===== config.mk =====
export PLATFORM = sky130hd
export DESIGN_NAME = trace_uart_fifo
export DESIGN_NICKNAME = d
export VERILOG_FILES = /design/src/rtl/trace_uart_fifo.sv
export SDC_FILE = /design/constraint.sdc
export NUM_CORES = 1
export LEC_CHECK = 0
export BUFFER_PORTS_ARGS = -buffer_cell sky130_fd_sc_hd__buf_4
export CORE_UTILIZATION = 30
export CTS_BUF_LIST = sky130_fd_sc_hd__clkbuf_8
export DETAILED_ROUTE_END_ITERATION = 8
export GPL_TIMING_DRIVEN = 0
export HOLD_SLACK_MARGIN = 0.06
export PLACE_DENSITY = 0.44
export SYNTH_ARGS = -nofsm -noshare
export SYNTH_HDL_FRONTEND = slang
export SYNTH_SLANG_ARGS = --single-unit
export TNS_END_PERCENT = 30

===== constraint.sdc =====
create_clock -name clk_i -period 3.16 [get_ports clk_i]
set_input_delay 0.316 -clock clk_i [delete_from_list [all_inputs] [get_ports clk_i]]
set_output_delay 0.316 -clock clk_i [all_outputs]
set_load 0.02 [all_outputs]

===== src/rtl/trace_uart_fifo.sv =====
// Register-mapped UART transmitter with a TX FIFO, overflow counter and idle interrupt.
// Frames are 1 start bit, DATA_BITS data bits LSB first, STOP_BITS stop bits; no parity.
module trace_uart_fifo #(
   parameter int CLK_FREQ_HZ = 25_000_000,
   parameter int BAUDRATE    = 115_200,
   parameter int FIFO_DEPTH  = 16,
   parameter int DATA_BITS   = 8,
   parameter int STOP_BITS   = 1
) (
   input  logic        clk_i,
   input  logic        rst_ni,
   input  logic        io_write_valid_i,
   input  logic [11:0] io_addr_i,
   input  logic [31:0] io_wdata_i,
   output logic [31:0] io_rdata_o,
   output logic        uart_tx_o,
   output logic        busy_o,
   output logic        irq_o
);
   localparam int DIV = CLK_FREQ_HZ / BAUDRATE;
   localparam int AW  = $clog2(FIFO_DEPTH);
   localparam int LW  = AW + 1;
   localparam int CW  = $clog2(STOP_BITS * DIV);
   localparam int BW  = $clog2(DATA_BITS);

   if (DIV < 2) begin : g_bad_div
      $error("trace_uart_fifo: CLK_FREQ_HZ/BAUDRATE must be >= 2");
   end
   if (FIFO_DEPTH < 2 || FIFO_DEPTH > 256 || (FIFO_DEPTH & (FIFO_DEPTH - 1)) != 0) begin : g_bad_depth
      $error("trace_uart_fifo: FIFO_DEPTH must be a power of two in 2..256");
   end
   if (DATA_BITS < 5 || DATA_BITS > 8) begin : g_bad_bits
      $error("trace_uart_fifo: DATA_BITS must be 5..8");
   end
   if (STOP_BITS < 1 || STOP_BITS > 2) begin : g_bad_stop
      $error("trace_uart_fifo: STOP_BITS must be 1 or 2");
   end

   typedef enum logic [1:0] {IDLE, START, DATA, STOP} state_t;

   // Reset asserts asynchronously everywhere but releases two clocks after rst_ni rises.
   logic [1:0] rst_sync;
   logic       rst_n;
   always_ff @(posedge clk_i or negedge rst_ni) begin
      if (!rst_ni) rst_sync <= '0;
      else         rst_sync <= {rst_sync[0], 1'b1};
   end
   assign rst_n = rst_sync[1];

   logic wr_data, wr_ctrl, wr_ovf, flush;
   assign wr_data = io_write_valid_i && (io_addr_i == 12'h000);
   assign wr_ctrl = io_write_valid_i && (io_addr_i == 12'h004);
   assign wr_ovf  = io_write_valid_i && (io_addr_i == 12'h008);
   assign flush   = wr_ctrl && io_wdata_i[2];

   logic                 unused_wdata;
   assign unused_wdata = ^io_wdata_i;

   logic [DATA_BITS-1:0] mem [FIFO_DEPTH];
   logic [AW-1:0]        wr_ptr, rd_ptr;
   logic [LW-1:0]        level;
   logic [7:0]           ovf_cnt;
   logic                 tx_en, irq_en;
   logic                 full, empty, push_ok, pop;

   assign full    = (level == LW'(FIFO_DEPTH));
   assign empty   = (level == '0);
   assign push_ok = wr_data && (!full || pop);

   always_ff @(posedge clk_i or negedge rst_n) begin
      if (!rst_n) begin
         wr_ptr  <= '0;
         rd_ptr  <= '0;
         level   <= '0;
         ovf_cnt <= '0;
         tx_en   <= 1'b1;
         irq_en  <= 1'b0;
      end else begin
         if (flush) begin
            wr_ptr <= '0;
            rd_ptr <= '0;
            level  <= '0;
         end else begin
            if (push_ok) wr_ptr <= wr_ptr + AW'(1);
            if (pop)     rd_ptr <= rd_ptr + AW'(1);
            if (push_ok && !pop)      level <= level + LW'(1);
            else if (!push_ok && pop) level <= level - LW'(1);
         end
         if (wr_ovf)                                         ovf_cnt <= '0;
         else if (wr_data && full && !pop && ovf_cnt != 8'hFF) ovf_cnt <= ovf_cnt + 8'd1;
         if (wr_ctrl) begin
            tx_en  <= io_wdata_i[0];
            irq_en <= io_wdata_i[1];
         end
      end
   end

   always_ff @(posedge clk_i) begin
      if (push_ok) mem[wr_ptr] <= io_wdata_i[DATA_BITS-1:0];
   end

   state_t               state, state_d;
   logic [CW-1:0]        cnt, cnt_d;
   logic [BW-1:0]        bit_cnt, bit_d;
   logic [DATA_BITS-1:0] shreg, sh_d;
   logic                 tx_q, tx_d, can_start, cell_last;

   // A flush in the same cycle wins over a pop, so no frame starts from a discarded byte.
   assign can_start = tx_en && !empty && !flush;
   assign cell_last = (state == STOP) ? (cnt == CW'(STOP_BITS * DIV - 1)) : (cnt == CW'(DIV - 1));

   always_comb begin
      state_d = state;
      cnt_d   = cnt + CW'(1);
      bit_d   = bit_cnt;
      sh_d    = shreg;
      pop     = 1'b0;
      case (state)
         IDLE: begin
            cnt_d = '0;
            if (can_start) begin
               pop     = 1'b1;
               sh_d    = mem[rd_ptr];
               state_d = START;
            end
         end
         START: if (cell_last) begin
            cnt_d   = '0;
            bit_d   = '0;
            state_d = DATA;
         end
         DATA: if (cell_last) begin
            cnt_d = '0;
            sh_d  = shreg >> 1;
            if (bit_cnt == BW'(DATA_BITS - 1)) state_d = STOP;
            else                               bit_d   = bit_cnt + BW'(1);
         end
         STOP: if (cell_last) begin
            cnt_d = '0;
            if (can_start) begin
               pop     = 1'b1;
               sh_d    = mem[rd_ptr];
               state_d = START;
            end else begin
               state_d = IDLE;
            end
         end
      endcase
      case (state_d)
         START:   tx_d = 1'b0;
         DATA:    tx_d = sh_d[0];
         default: tx_d = 1'b1;
      endcase
   end

   always_ff @(posedge clk_i or negedge rst_n) begin
      if (!rst_n) begin
         state   <= IDLE;
         cnt     <= '0;
         bit_cnt <= '0;
         shreg   <= '0;
         tx_q    <= 1'b1;
      end else begin
         state   <= state_d;
         cnt     <= cnt_d;
         bit_cnt <= bit_d;
         shreg   <= sh_d;
         tx_q    <= tx_d;
      end
   end

   logic [31:0] status, rdata_d, rdata_q;
   logic        irq_q;
   assign status = {16'h0, 8'(level), 4'h0, (ovf_cnt != 8'h0), full, empty, busy_o};

   always_comb begin
      rdata_d = '0;
      case (io_addr_i)
         12'h000: rdata_d = status;
         12'h004: rdata_d = {30'h0, irq_en, tx_en};
         12'h008: rdata_d = {24'h0, ovf_cnt};
         default: ;
      endcase
   end

   always_ff @(posedge clk_i or negedge rst_n) begin
      if (!rst_n) begin
         rdata_q <= '0;
         irq_q   <= 1'b0;
      end else begin
         rdata_q <= rdata_d;
         irq_q   <= irq_en && empty && (state == IDLE);
      end
   end

   assign busy_o     = (state != IDLE) || !empty;
   assign uart_tx_o  = tx_q;
   assign io_rdata_o = rdata_q;
   assign irq_o      = irq_q;
endmodule

# Word level (Yosys, flattened, before mapping)
# Memory sizes are Yosys's and may differ from the RTL's.
# Cells that the tools add are included.
[totals]
in_bits = 47
ff_bits = 61
ramBits = 128
memories = 1
output_inout_bits = 35
wordCells = 106
[mem_list]
columns = ["name", "depth", "word_bits", "rd", "rd_clocked_by_memory_dff", "write_ports", "line", "rtl"]
rows = [
  ["mem", 16, 8, 1, 0, 1, "59", "logic [DATA_BITS-1:0] mem [FIFO_DEPTH];"],
]
[classes]
reduce_logical = 35
mux = 33
eq_ne = 15
add_sub_neg = 7
[ops]
columns = ["operator", "count"]
rows = [
  ["2-to-1 mux 8 bit", 6],
  ["case mux 13 bit (3 select lines)", 1],
  ["case mux 8 bit (3 select lines)", 1],
  ["adder 8 x 1 -> 8 bit (second input constant)", 2],
  ["2-to-1 mux 4 bit", 4],
  ["case mux 8 bit (2 select lines)", 1],
  ["2-to-1 mux 5 bit", 3],
  ["logical AND 1 bit", 14],
  ["== test 12 x 3 -> 1 bit (second input constant)", 1],
  ["== test 12 x 4 -> 1 bit (second input constant)", 1],
  ["logical NOT 12 bit", 1],
  ["2-to-1 mux 2 bit", 5],
  ["nonzero test 2 bit", 5],
  ["2-to-1 mux 3 bit", 3],
  ["adder 4 x 1 -> 4 bit (second input constant)", 2],
  ["== test 8 bit (second input constant)", 1],
  ["!= test 2 bit (second input constant)", 4],
  ["!= test 8 bit (second input constant)", 1],
  ["case mux 2 bit (4 select lines)", 1],
  ["nonzero test 8 bit", 1],
  ["== test 2 bit (second input constant)", 3],
  ["case mux 3 bit (2 select lines)", 1],
  ["nonzero test 3 bit", 2],
  ["adder 5 x 1 -> 5 bit (second input constant)", 1],
  ["other kinds (14)", 25],
]

# Longest topological paths before layout
[depth]
word_depth = 15
depth_mapped = 13
ltp_nobuf = 12

# Least setup slack after synthesis
# OpenSTA, ideal clock, no wires.
[synth_path]
path_kind = "register to register"
startpoint = "register cnt[0]"
endpoint = "register level[4]"
n_path_buf = 1
setup_slack_ps = 251
stages_incl_launch_ff = 14
synth_period_minus_slack_ps = 2909
setup_ps = 86
arrival_ps = 2823
required_ps = 3074
cell_sequence = "dfrtp_1 -> inv_1 -> ha_1 -> and4_1 -> a31oi_1 -> or4_1 -> buf_6 -> nand3_2 -> fa_1 -> a21o_1 -> a21oi_1 -> and3_1 -> nor3_1 -> nor3_1"
[synth_between]
elab_chain_len = 8
word_cells_on_any_way = 12
classes_between = "eq/ne (1); mux (4); reduce/logical (7)"
[synth_rtl]
columns = ["element", "line", "rtl"]
rows = [
  ["start: declaration", "103", "logic [CW-1:0] cnt, cnt_d;"],
  ["start signal: assignment", "165", "cnt <= cnt_d;"],
  ["== test 8 bit (*)", "110", "assign cell_last = (state == STOP) ? (cnt == CW'(STOP_BITS * DIV - 1)) : (cnt == CW'(DIV - 1));"],
  ["2-to-1 mux 1 bit (*)", "138", "STOP: if (cell_last) begin"],
  ["case mux 1 bit (2 select lines) (*)", "118", "case (state)"],
  ["logical OR 1 bit", "68", "assign push_ok = wr_data && (!full || pop);"],
  ["logical AND 1 bit", "68", ""],
  ["logical AND 1 bit / logical NOT 1 bit (equally long branches)", "86, 87", ""],
  ["2-to-1 mux 5 bit / logical AND 1 bit (equally long branches)", "86, 87", ""],
  ["2-to-1 mux 5 bit / nonzero test 3 bit (equally long branches)", "-", ""],
  ["end signal: assignment", "86", "if (push_ok && !pop) level <= level + LW'(1);"],
  ["end signal: assignment", "87", "else if (!push_ok && pop) level <= level - LW'(1);"],
  ["end: declaration", "61", "logic [LW-1:0] level;"],
]
# Mark *: on every way between the ends. The rest lies on a longest branch, timed or not.
# A chain may end at the register's enable or synchronous reset.

# Final worst setup path
[layout_path]
startpoint = "register level[0]"
endpoint = "register level[4]"
[layout_between]
elab_chain_len = 12
word_cells_on_any_way = 21
classes_between = "add/sub (2); eq/ne (1); mux (6); reduce/logical (12)"
[layout_rtl]
columns = ["element", "line", "rtl"]
rows = [
  ["logical NOT 5 bit", "67", "assign empty = (level == '0);"],
  ["logical NOT 1 bit", "109", "assign can_start = tx_en && !empty && !flush;"],
  ["logical AND 1 bit (2 in a row)", "109", ""],
  ["2-to-1 mux 1 bit", "121, 140", ""],
  ["2-to-1 mux 1 bit", "138", ""],
  ["case mux 1 bit (2 select lines)", "118", ""],
  ["logical OR 1 bit", "68", ""],
  ["logical AND 1 bit", "68", ""],
  ["logical AND 1 bit / logical NOT 1 bit (equally long branches)", "86, 87", ""],
  ["2-to-1 mux 5 bit / logical AND 1 bit (equally long branches)", "86, 87", ""],
  ["2-to-1 mux 5 bit / nonzero test 3 bit (equally long branches)", "-", ""],
]
# Several ways; a longest one is shown, not always the timed one. The select of a mux whose other input is x is not followed.

==> metrics.md <==
| Metric | Value |
|---|---|
| Peak VDD IR | `210.3 µV` |
| Clock buffer depth | `2` |
| Distinct cell type count after synthesis | `59` |
| Placed Cells | `994` |
| Avg Inst Size Synth | `14.84 µm²` |
| Dominant synthesized flop cell | `edfxtp_1` |
| Tcrit/Tclk final | `0.9332` |
| Max Cap Viol | `0` |
| Dpl hpwl | `12850 µm` |
| Crit-path max cell delay | `0.59 ns` |
| Critical path's slowest cell | `or4_4` |
| Sequential Power Share | `0.571` |
| Syn Inst Count | `566` |
| Fmax | `339.1 MHz` |
| ANT cells | `0` |
| Final Skew | `0.01451 ns` |
| Global routing's busiest layer | `met2` |
| Clk pin slew, worst setup/hold paths | `0.11 ns` |
| Post-route insts no fill | `1032` |
| Final worst path period need | `2.949 ns` |
| Num ports | `82` |
| Share of cells above drive strength 1 | `0.2500` |
| Site row count | `60` |
| Final setup viols | `0` |
| WP data arrival | `3.34 ns` |
| Fin nets | `715` |
| PD cells | `485.2 nW/µm²` |
| P_int | `0.003508 W` |
| Initial antenna violation count | `1` |
| Crit. End Element | `flop` |
| R2R setup slack | `0.21 ns` |
| Total die area | `28670 µm²` |
| Root Driver | `clkbuf_8` |
| Status | `finished clean` |
| CTS H-tree depth | `4` |
| Die Y | `169.3 µm` |
| Net Sw Frac | `0.2573` |
| Startpoint Class | `flop` |
| Total iterations of the first detailed-routing run | `5` |
| Gr usage total | `0.1378` |
| Sequential element share of the synthesized area | `0.6397` |
| Switch Pwr | `0.001215 W` |
| Most frequent cells in the layout | `edfxtp_1, buf_4, dfrtp_1` |
| CTS sink cnt | `189` |
| R2r endpoint | `level[4]$_DFFE_PN0P_` |
| Worst reg-to-reg path cell count | `11` |
| Slew Viols, Final | `0` |
| Detailed Route WL | `18890 µm` |
| R2R Path Start | `level[0]$_DFFE_PN0P_` |
| Die X | `169.3 µm` |
| Hold_ws | `0.1505 ns` |
| Worst Tran Pin Value | `0.9711 ns` |
| WL per Instance | `18.30 µm` |
| Remaining global-route overflow | `0` |
| Area grow syn2layout | `15.91%` |
| Number of synthesized flops with an enable pin | `128` |
| First-pass GRT wire length | `29090 µm` |
| DR DRC count | `0` |
| Final Hold Vio Count | `0` |
| Number of global-route vias before repair | `4932` |
| Clock Power Share | `0.348` |
| CTS Buf Count | `17` |
| Initial Utilization | `0.3090` |
| Cell Area, Synth | `8398 µm²` |
| CP max FO | `8` |
| Post-route ant nets | `0` |
| Placer Congestion | `0.7906` |
| Worst skew pair latency | `0.47 ns` |
| FFs w/ async S/R, synth | `0.3228` |
| Combinational power share | `0.081` |
| Starting DRT DRC Count | `333` |
| IO Port Bufs | `37` |
| #FFs+latches synth | `189` |
| Leakage power | `3.621 nW` |
| Critical path class | `reg -> reg` |
| Core footprint | `27180 µm²` |
| CTS tree | `built` |
| M1 GR Usage | `0.1812` |
| Commonest non-fill, non-tap cell in the layout | `edfxtp_1` |
| Largest net degree at the start of global routing | `32` |
| Worst EP required | `3.56 ns` |
| Met2 Track Usage GR | `0.2337` |
| Crit-path cells | `or4_4, o21ai_4, or4_1, buf_6, nand3_4, fa_2, a21o_1, a21oi_2, nor4b_2, o21a_1, nor3_1` |
| Fillers | `2654` |
| Hold Crit Class | `in -> async` |
| Number of warning messages in the yosys log | `0` |
| Vias | `4943` |
| Met3 global-route usage | `0.02285` |
| Slew HR | `0.3502` |
| DR vias/cell | `4.790` |
==> per-layer routing <==
metal,up-vias,part of all wire
li1,2281,-
met1,2527,0.44
met2,118,0.50
met3,17,0.041
met4,0,0.013
met5,-,0
==> through the flow <==
step | setup TNS, ns | cell area (µm²) | util | setup slack, ns | total power [W]
6_report | 0 | 9734 | 0.3582 | 0.2111 | 0.004723
5_1_grt | -0.01360 | 9734 | 0.3582 | -0.01360 | 0.004920
4_1_cts | 0 | 9669 | 0.3558 | 0.007005 | 0.004786
3_5_place_dp | -0.3687 | 9230 | 0.3396 | -0.1798 | 0.003132
3_3_place_gp | -0.1252 | 9209 | 0.3389 | -0.1252 | 0.003124
2_1_floorplan | 0 | 8466 | - | 0.2505 | 0.003005
==> how the worst max path moves through the flow <==
stage / slack [ns] / end / cells past startpoint / start
2_1_floorplan: 0.25 / level[4]$_DFFE_PN0P_ / 13 / cnt[0]$_DFF_PN0_
3_3_place_gp: -0.13 / level[4]$_DFFE_PN0P_ / 13 / cnt[0]$_DFF_PN0_
3_5_place_dp: -0.18 / level[4]$_DFFE_PN0P_ / 13 / cnt[0]$_DFF_PN0_
4_1_cts: 0.007 / level[4]$_DFFE_PN0P_ / 13 / cnt[0]$_DFF_PN0_
5_1_grt: -0.01 / level[4]$_DFFE_PN0P_ / 13 / cnt[0]$_DFF_PN0_
6_report: 0.21 / level[4]$_DFFE_PN0P_ / 11 / level[0]$_DFFE_PN0P_
==> registers in the layout, summed over array words and instances (netlist names), 2 cells and up <==
name and flops:
bit_cnt 3, cnt 8, io_rdata_o 13, level 5, mem 128, ovf_cnt 8, rd_ptr 4, rst_sync 2
shreg 8, state 2, wr_ptr 4
==> cell type report <==
type / instances / area, µm² / area share
Buffer: 44 / 252.7 / 0.02596
Clock buffer: 17 / 234.0 / 0.02404
Clock inverter: 15 / 171.4 / 0.01761
Inverter: 16 / 60.06 / 0.006170
Multi-Input combinational cell: 335 / 2830 / 0.2907
Sequential cell: 189 / 5375 / 0.5522
Tap cell: 372 / 465.4 / 0.04781
Timing Repair Buffer: 44 / 345.3 / 0.03548
==> power groups by stage <==
stage	Sequential (W)	Combinational (W)	Clock, W
after floorplan	0.00275	0.000255	0
after global routing	0.00270	0.000420	0.00180
after CTS	0.00270	0.000387	0.00170
after global placement	0.00276	0.000367	0
final	0.00270	0.000382	0.00165
after detailed placement	0.00275	0.000382	0
==> what timing repair did <==
action                     in CTS  in global routing
hold endpoints to repair        2                  0
buffers inserted                1                  4
setup endpoints to repair      59                130
hold buffers                    1                  0
pin swaps                       1                  3
resized for setup               3                 12
==> kinds of logic after synthesis <==
family | count (synthesis) | share of synthesized area
AND/OR/NAND/NOR | 154 | 0.1041
adder cells (fa/ha/maj) | 21 | 0.03218
multiplexers | 41 | 0.09893
buffers and inverters | 60 | 0.03725
flip-flops | 189 | 0.6398
AO/OA/AOI/OAI | 81 | 0.06809
other | 2 | 0.0008943
XOR/XNOR | 18 | 0.01877
==> synth_stat cells (5+ instances only) <==
master,number,share of area
edfxtp_1,128,0.46
dfrtp_1,59,0.18
mux4_2,33,0.088
nor2_1,33,0.015
a21oi_1,22,0.013
and2_1,20,0.015
ha_1,20,0.030
buf_4,19,0.017
nand2_1,18,0.0080
clkbuf_1,17,0.0076
inv_1,16,0.0072
nand3_1,16,0.0095
a22oi_1,15,0.013
nor3_1,15,0.0089
and3_1,13,0.0097
xor2_1,11,0.011
o21ai_0,10,0.0060
a221o_1,7,0.0083
xnor2_1,7,0.0073
a22o_1,6,0.0063
buf_2,6,0.0036
mux2_2,6,0.0080
a31oi_1,5,0.0037
and4_1,5,0.0052
nor4_1,5,0.0037
==> worst max-delay path: cells and delay by family (launching register included) <==
family / cells / cell delay [ns]
AO/OA/AOI/OAI: 4 / 0.75
adder cells (fa/ha/maj): 1 / 0.39
buffers and inverters: 1 / 0.15
flip-flops: 1 / 0.48
AND/OR/NAND/NOR: 5 / 1.12
Note: power is estimated with default switching activity, not from simulation.
